===== config.mk =====
export PLATFORM = sky130hd
export DESIGN_NAME = ecc_s1d_decoder_pipe
export DESIGN_NICKNAME = d
export VERILOG_FILES = /design/src/rtl/ecc_s1d_pkg.sv /design/src/rtl/ecc_s1d_syndrome.sv /design/src/rtl/ecc_s1d_decoder_pipe.sv
export SDC_FILE = /design/constraint.sdc
export NUM_CORES = 1
export LEC_CHECK = 0
export ABC_CLOCK_PERIOD_IN_PS = 7070
export CAP_MARGIN = 15
export CELL_PAD_IN_SITES_DETAIL_PLACEMENT = 1
export CELL_PAD_IN_SITES_GLOBAL_PLACEMENT = 2
export CORE_UTILIZATION = 33
export DETAILED_ROUTE_END_ITERATION = 8
export PLACE_DENSITY_LB_ADDON = 0.1
export REMOVE_ABC_BUFFERS = 1
export SLEW_MARGIN = 20
export SYNTH_ARGS = -nofsm -noshare
export SYNTH_HDL_FRONTEND = slang
export SYNTH_HIERARCHICAL = 1
export SYNTH_SLANG_ARGS = --single-unit

===== constraint.sdc =====
create_clock -name CLK -period 7.07 [get_ports CLK]
set_input_delay 1.414 -clock CLK [delete_from_list [all_inputs] [get_ports CLK]]
set_output_delay 1.414 -clock CLK [all_outputs]
set_load 0.02 [all_outputs]

===== src/rtl/ecc_s1d_pkg.sv =====
// Shared S1D (38,32) code definitions: codeword layout, H-matrix data columns
// and the syndrome lookup used by both the encoder and decoder.
package ecc_s1d_pkg;

  localparam int CW_W  = 38;
  localparam int DW    = 32;
  localparam int CHK_W = 6;

  localparam int unsigned CHK_POS [CHK_W] = '{0, 1, 3, 7, 14, 24};

  localparam int unsigned DATA_POS [DW] = '{
    2, 4, 5, 6, 8, 9, 10, 11, 12, 13, 15, 16, 17, 18, 19, 20,
    21, 22, 23, 25, 26, 27, 28, 29, 30, 31, 32, 33, 34, 35, 36, 37
  };

  localparam logic [CHK_W-1:0] DATA_COL [DW] = '{
    6'h03, 6'h05, 6'h06, 6'h07, 6'h09, 6'h0A, 6'h0B, 6'h0C,
    6'h0D, 6'h0E, 6'h11, 6'h12, 6'h13, 6'h14, 6'h15, 6'h16,
    6'h18, 6'h19, 6'h1A, 6'h21, 6'h22, 6'h24, 6'h26, 6'h28,
    6'h29, 6'h2A, 6'h2C, 6'h30, 6'h31, 6'h32, 6'h34, 6'h38
  };

  typedef enum logic [1:0] {
    SYN_OK,
    SYN_DATA,
    SYN_CHECK,
    SYN_UNCORR
  } syn_class_t;

  typedef struct packed {
    logic       hit;
    logic [4:0] idx;
  } syn_hit_t;

  // Maps a syndrome to the data bit whose H-column it equals, if any.
  function automatic syn_hit_t syn_lookup(input logic [CHK_W-1:0] syn);
    syn_hit_t r;
    r = '0;
    for (int i = 0; i < DW; i++) begin
      if (syn == DATA_COL[i]) begin
        r.hit = 1'b1;
        r.idx = 5'(i);
      end
    end
    return r;
  endfunction

  function automatic logic [DW-1:0] cw_data(input logic [CW_W-1:0] cw);
    logic [DW-1:0] d;
    for (int i = 0; i < DW; i++) d[i] = cw[DATA_POS[i]];
    return d;
  endfunction

endpackage


===== src/rtl/ecc_s1d_syndrome.sv =====
// Combinational S1D syndrome: each check bit XORed with the data bits whose
// H-column covers it.
module ecc_s1d_syndrome
  import ecc_s1d_pkg::*;
(
  input  logic [CW_W-1:0]  cw,
  output logic [CHK_W-1:0] syn
);

  // NOTE: syn gets a full default before any conditional update so no latch is inferred.
  always_comb begin
    syn = '0;
    for (int k = 0; k < CHK_W; k++) syn[k] = cw[CHK_POS[k]];
    for (int i = 0; i < DW; i++) begin
      if (cw[DATA_POS[i]]) syn = syn ^ DATA_COL[i];
    end
  end

endmodule


===== src/rtl/ecc_s1d_decoder_pipe.sv =====
// Two-stage S1D single-error-correcting decoder with valid/ready flow control
// and saturating CE/UE counters. Define ECC_ERR_LOG_EN to add the first-error log.
module ecc_s1d_decoder_pipe
  import ecc_s1d_pkg::*;
#(
  parameter int AW    = 10,
  parameter int CNT_W = 16
) (
  input  logic             CLK,
  input  logic             RST,
  input  logic             EDI_VLD,
  output logic             EDI_RDY,
  input  logic [CW_W-1:0]  EDI,
  input  logic [AW-1:0]    ADDR_IN,
  output logic             EDO_VLD,
  input  logic             EDO_RDY,
  output logic [DW-1:0]    EDO,
  output logic [AW-1:0]    ADDR_OUT,
  output logic             CE,
  output logic             UE,
  output logic [CHK_W-1:0] SYN,
  input  logic             CNT_CLR,
  output logic [CNT_W-1:0] CE_CNT,
  output logic [CNT_W-1:0] UE_CNT
`ifdef ECC_ERR_LOG_EN
  ,
  output logic             LOG_VLD,
  output logic [AW-1:0]    LOG_ADDR,
  output logic [CHK_W-1:0] LOG_SYN,
  output logic             LOG_UE
`endif
);

  logic             s1_vld, s2_vld, s1_adv, s2_adv, xfer;
  logic [CW_W-1:0]  s1_cw;
  logic [AW-1:0]    s1_addr;
  logic [CHK_W-1:0] s1_syn, in_syn;
  logic [DW-1:0]    raw_data, fix_data;
  syn_hit_t         hit;
  syn_class_t       cls;

  ecc_s1d_syndrome u_syndrome (
    .cw  (EDI),
    .syn (in_syn)
  );

  assign s2_adv  = !s2_vld || EDO_RDY;
  assign s1_adv  = !s1_vld || s2_adv;
  assign EDI_RDY = !RST && s1_adv;
  assign EDO_VLD = s2_vld;
  assign xfer    = s2_vld && EDO_RDY;

  // NOTE: sequential state uses non-blocking assignments; reset is sampled on the clock edge.
  always_ff @(posedge CLK) begin
    if (RST) begin
      s1_vld  <= 1'b0;
      s1_cw   <= '0;
      s1_addr <= '0;
      s1_syn  <= '0;
    end else if (s1_adv) begin
      s1_vld <= EDI_VLD;
      if (EDI_VLD) begin
        s1_cw   <= EDI;
        s1_addr <= ADDR_IN;
        s1_syn  <= in_syn;
      end
    end
  end

  always_comb begin
    raw_data = cw_data(s1_cw);
    hit      = syn_lookup(s1_syn);
    fix_data = raw_data;
    cls      = SYN_OK;
    if (s1_syn == '0) begin
      cls = SYN_OK;
    end else if (hit.hit) begin
      cls = SYN_DATA;
      fix_data[hit.idx] = ~raw_data[hit.idx];
    end else if ((s1_syn & (s1_syn - CHK_W'(1))) == '0) begin
      cls = SYN_CHECK;
    end else begin
      cls = SYN_UNCORR;
    end
  end

  // Output registers only load on a real word so they stay frozen while stalled.
  always_ff @(posedge CLK) begin
    if (RST) begin
      s2_vld   <= 1'b0;
      EDO      <= '0;
      ADDR_OUT <= '0;
      CE       <= 1'b0;
      UE       <= 1'b0;
      SYN      <= '0;
    end else if (s2_adv) begin
      s2_vld <= s1_vld;
      if (s1_vld) begin
        EDO      <= fix_data;
        ADDR_OUT <= s1_addr;
        CE       <= (cls == SYN_DATA) || (cls == SYN_CHECK);
        UE       <= (cls == SYN_UNCORR);
        SYN      <= s1_syn;
      end
    end
  end

  always_ff @(posedge CLK) begin
    if (RST || CNT_CLR) begin
      CE_CNT <= '0;
      UE_CNT <= '0;
    end else begin
      if (xfer && CE && (CE_CNT != '1)) CE_CNT <= CE_CNT + CNT_W'(1);
      if (xfer && UE && (UE_CNT != '1)) UE_CNT <= UE_CNT + CNT_W'(1);
    end
  end

`ifdef ECC_ERR_LOG_EN
  // First event is captured; a UE may replace a logged CE once, then it freezes.
  always_ff @(posedge CLK) begin
    if (RST || CNT_CLR) begin
      LOG_VLD  <= 1'b0;
      LOG_ADDR <= '0;
      LOG_SYN  <= '0;
      LOG_UE   <= 1'b0;
    end else if (xfer && (CE || UE) && (!LOG_VLD || (UE && !LOG_UE))) begin
      LOG_VLD  <= 1'b1;
      LOG_ADDR <= ADDR_OUT;
      LOG_SYN  <= SYN;
      LOG_UE   <= UE;
    end
  end
`endif

endmodule


==> results.yml <==
route:
  drtIter0Drc: 411
  avgViaCountPerCell: 5.48
  drt.antenna.violating_nets: 0
  drc_errors: 0
  post_drt_wl_per_cell_um: 19.7
  wl_mm: 24.7
  first_pass_iters: 4
  vias: 6889
global_routing:
  grt_antenna_before_repair: 0
  grt_max_degree: 81
  grt_pass1_vias: 6993
  grt_usage_pct: 23.0
  grt_pass1_wl_mm: 38.9
  grt_overflow: 0
setup_path:
  critPathKind: "input pin to output pin"
  crit_fanout: 6
  end_kind: "output pin"
  regToRegSetupSlack_ns: 3.34
  crit_path_start: "EDO_RDY"
  crit_end: "EDI_RDY"
  timing.rr.start: "s1_syn[5]$_SDFFE_PP0P_"
  reg2reg_to: "EDO[14]$_SDFFE_PP0P_"
  cp-start-kind: "input pin"
  cp_data_required_time_ns: 5.66
  worstRegToRegCells: 8
  worstPathArrival_ns: 3.04
sta:
  worst_slew_pin_slew_ns: 0.951
  setup-violations-final: 0
  fin_skew_ns: 0.00803
  fin_crit_ns: 4.45
  worst_slack_ns: 2.62
  whs_ns: 0.451
  fin_crit_sh_pct: 63.0
  hold_violations: 0
  maxSlewHeadroom_pct: 36.5
  fmax_mhz: 224
  drv_slew: 0
  finalSetupTns_ns: 0
  rsz0062_at_grt: "false"
clock_tree:
  cts-root-buf: "clkbuf_16"
  cts_made_buffers: 17
  clock_path_buffers: 2
  cts-resized-gates: 0
  clk_pin_slew_ns: 0.06
  clkSinkCount: 132
  post_cts_buffers: 0
  ctsHoldBuffers: 0
  insertion_delay_ns: 0.42
  htree_levels: 4
  cts_tree: "yes"
hold_path:
  hold_class: "flop to flop"
power_and_ir_drop:
  p_switching_uw: 846
  comb_power_share_pct: 30.0
  power.clock.fraction_pct: 35.2
  vdd_drop_max_mv: 0.159
  power_density_nw_per_um2: 257
  leakagePower_nw: 3.15
  cellInternalPower_mw: 1.50
  pwr-share-seq_pct: 34.8
  p_sw_share_pct: 36.1
placement:
  io_buffers: 136
  dpl_worst_slack_ns: 2.61
  place_congestion: 0.850
  hpwl_mm: 17.6
cells_and_area:
  num-fill-cells: 2500
  num_antenna_cells: 0
  nets: 1025
  area_growth_pct: 29.5
  drive_above_1_share_pct: 7.33
logic_synthesis:
  yosys.area.top_type: "dfxtp_1"
  netlist.area_leader.share_pct: 37.6
  yosysWarnings: 6
  async_flop_share_pct: 0
  synth_area_leaders: "dfxtp_1, nand2_1, a21oi_1, xnor2_1, xnor3_1"
  syn_inst: 865
  avgSynthCellArea_um2: 8.13
  synth_compound_area_share_pct: 19.4
  synth_edf_count: 0
  synth_top_family_by_area: "simple AND/OR/NAND/NOR gates"
  synth-seq-cells: 132
  synthAdderAreaFrac_pct: 0.676
  ys.flop_type: "dfxtp_1"
  synth-xor-area-share_pct: 13.4
  synthSimpleGateAreaFrac_pct: 24.4
  muxShareOfSynthArea_pct: 0.284
  seq_area_frac_synth_pct: 37.6
  syn-cell-area_um2: 7040
  ys_types: 69
die:
  start_util_pct: 33.6
  pin_count: 137
  die_area_um2: 21900
  die_w_um: 148
  die-height_um: 148
  coreArea_um2: 21000
  num_rows: 53
status:
  status: "complete, no violations"
run:
  maxCapViolations: 0
==> per-stage QoR <==
stage	instances	area, um2	utilization (%)	power, mW
floorplan	802	6760	-	1.26
global placement	1225	8560	40.8	1.52
detailed placement	1225	8560	40.9	1.53
CTS	1257	9110	43.5	2.36
global route	1257	9110	43.5	2.46
finish	1257	9110	43.5	2.35
==> worst max-delay path, stage by stage <==
cell             delay [ns]
clkdlybuf4s50_1        0.48
nor2b_1                0.43
a21oi_1                0.15
clkdlybuf4s50_1        0.56
==> logic make-up (layout without fill, tap and decap cells) <==
group           count (synthesis)  count (layout)
simple gates                  368             368
compound gates                206             206
flops                         132             132
xor+xnor                       82              82
buf+inv                        71             188
fa+ha+maj                       4               4
mux                             2               2
==> synthesized netlist by cell type, types with 8 or more instances <==
library cell / number
a21oi_1: 88
nor2b_1: 8
nand3_1: 34
nor2_1: 57
o31ai_2: 10
xnor3_1: 15
clkbuf_1: 40
a32oi_1: 14
buf_2: 15
xor2_1: 22
o22ai_1: 13
o21ai_0: 23
nand2_1: 192
o31ai_1: 16
nand4_1: 10
dfxtp_1: 132
nor3_1: 11
xnor2_1: 44
==> flip-flops by register name (all words and copies together) (netlist names) <==
name      cells
EDO          32
s1_cw        32
CE_CNT       16
UE_CNT       16
ADDR_OUT     10
s1_addr      10
SYN           6
s1_syn        6
CE            1
EDO_VLD       1
UE            1
s1_vld        1
==> layout by cell type (no fill, tap or decap), types with 10 or more instances in the layout <==
| cell | instances |
|---|---|
| nand2_1 | 192 |
| clkdlybuf4s50_1 | 135 |
| dfxtp_1 | 132 |
| a21oi_1 | 88 |
| nor2_1 | 56 |
| xnor2_1 | 44 |
| nand3_1 | 34 |
| o21ai_0 | 23 |
| xor2_1 | 22 |
| clkbuf_16 | 17 |
| o31ai_1 | 16 |
| xnor3_1 | 15 |
| a32oi_1 | 14 |
| o22ai_1 | 13 |
| buf_4 | 12 |
| nor3_1 | 11 |
| nand4_1 | 10 |
| o31ai_2 | 10 |
==> power groups by stage <==
| stage | combinational (mW) | clock [mW] | sequential [mW] |
|---|---|---|---|
| 2_1_floorplan | 0.390 | 0 | 0.870 |
| 3_3_place_gp | 0.691 | 0 | 0.829 |
| 3_5_place_dp | 0.699 | 0 | 0.830 |
| 4_1_cts | 0.704 | 0.844 | 0.813 |
| 5_1_grt | 0.764 | 0.878 | 0.817 |
| 6_report | 0.704 | 0.827 | 0.815 |
==> layer usage <==
layer	vias up	global-route usage, %	part of all wire, %	routed length [um]
met4	0	6.65	1.6	401
met5	-	0	0	0
met2	183	36.7	47	11700
met1	3425	31.4	47	11600
met3	31	4.29	4.4	1080
li1	3250	-	-	-
==> layout make-up <==
| type | instances | area (um2) | area share (%) |
|---|---|---|---|
| inverters | 8 | 30.0 | 0.329 |
| flip-flops and latches | 132 | 2640 | 29.0 |
| repair buffers | 148 | 1450 | 15.9 |
| multi-input cells | 662 | 4100 | 45.0 |
| clock inverters | 15 | 123 | 1.35 |
| well taps | 275 | 344 | 3.78 |
| clock buffers | 17 | 425 | 4.67 |
==> worst min path at each step <==
stage | start | endpoint | slack [ns] | cells past startpoint
after floorplan | s1_addr[0]$_SDFFE_PP0P_ | ADDR_OUT[0]$_SDFFE_PP0P_ | 0.43 | 2
after global placement | s1_addr[9]$_SDFFE_PP0P_ | ADDR_OUT[9]$_SDFFE_PP0P_ | 0.44 | 2
after detailed placement | EDO[31]$_SDFFE_PP0P_ | EDO[31]$_SDFFE_PP0P_ | 0.44 | 2
after CTS | s1_addr[7]$_SDFFE_PP0P_ | ADDR_OUT[7]$_SDFFE_PP0P_ | 0.46 | 2
after global routing | s1_addr[7]$_SDFFE_PP0P_ | ADDR_OUT[7]$_SDFFE_PP0P_ | 0.48 | 2
final | EDO[31]$_SDFFE_PP0P_ | EDO[31]$_SDFFE_PP0P_ | 0.45 | 2
No activity file was read; power rests on OpenSTA's default activity.
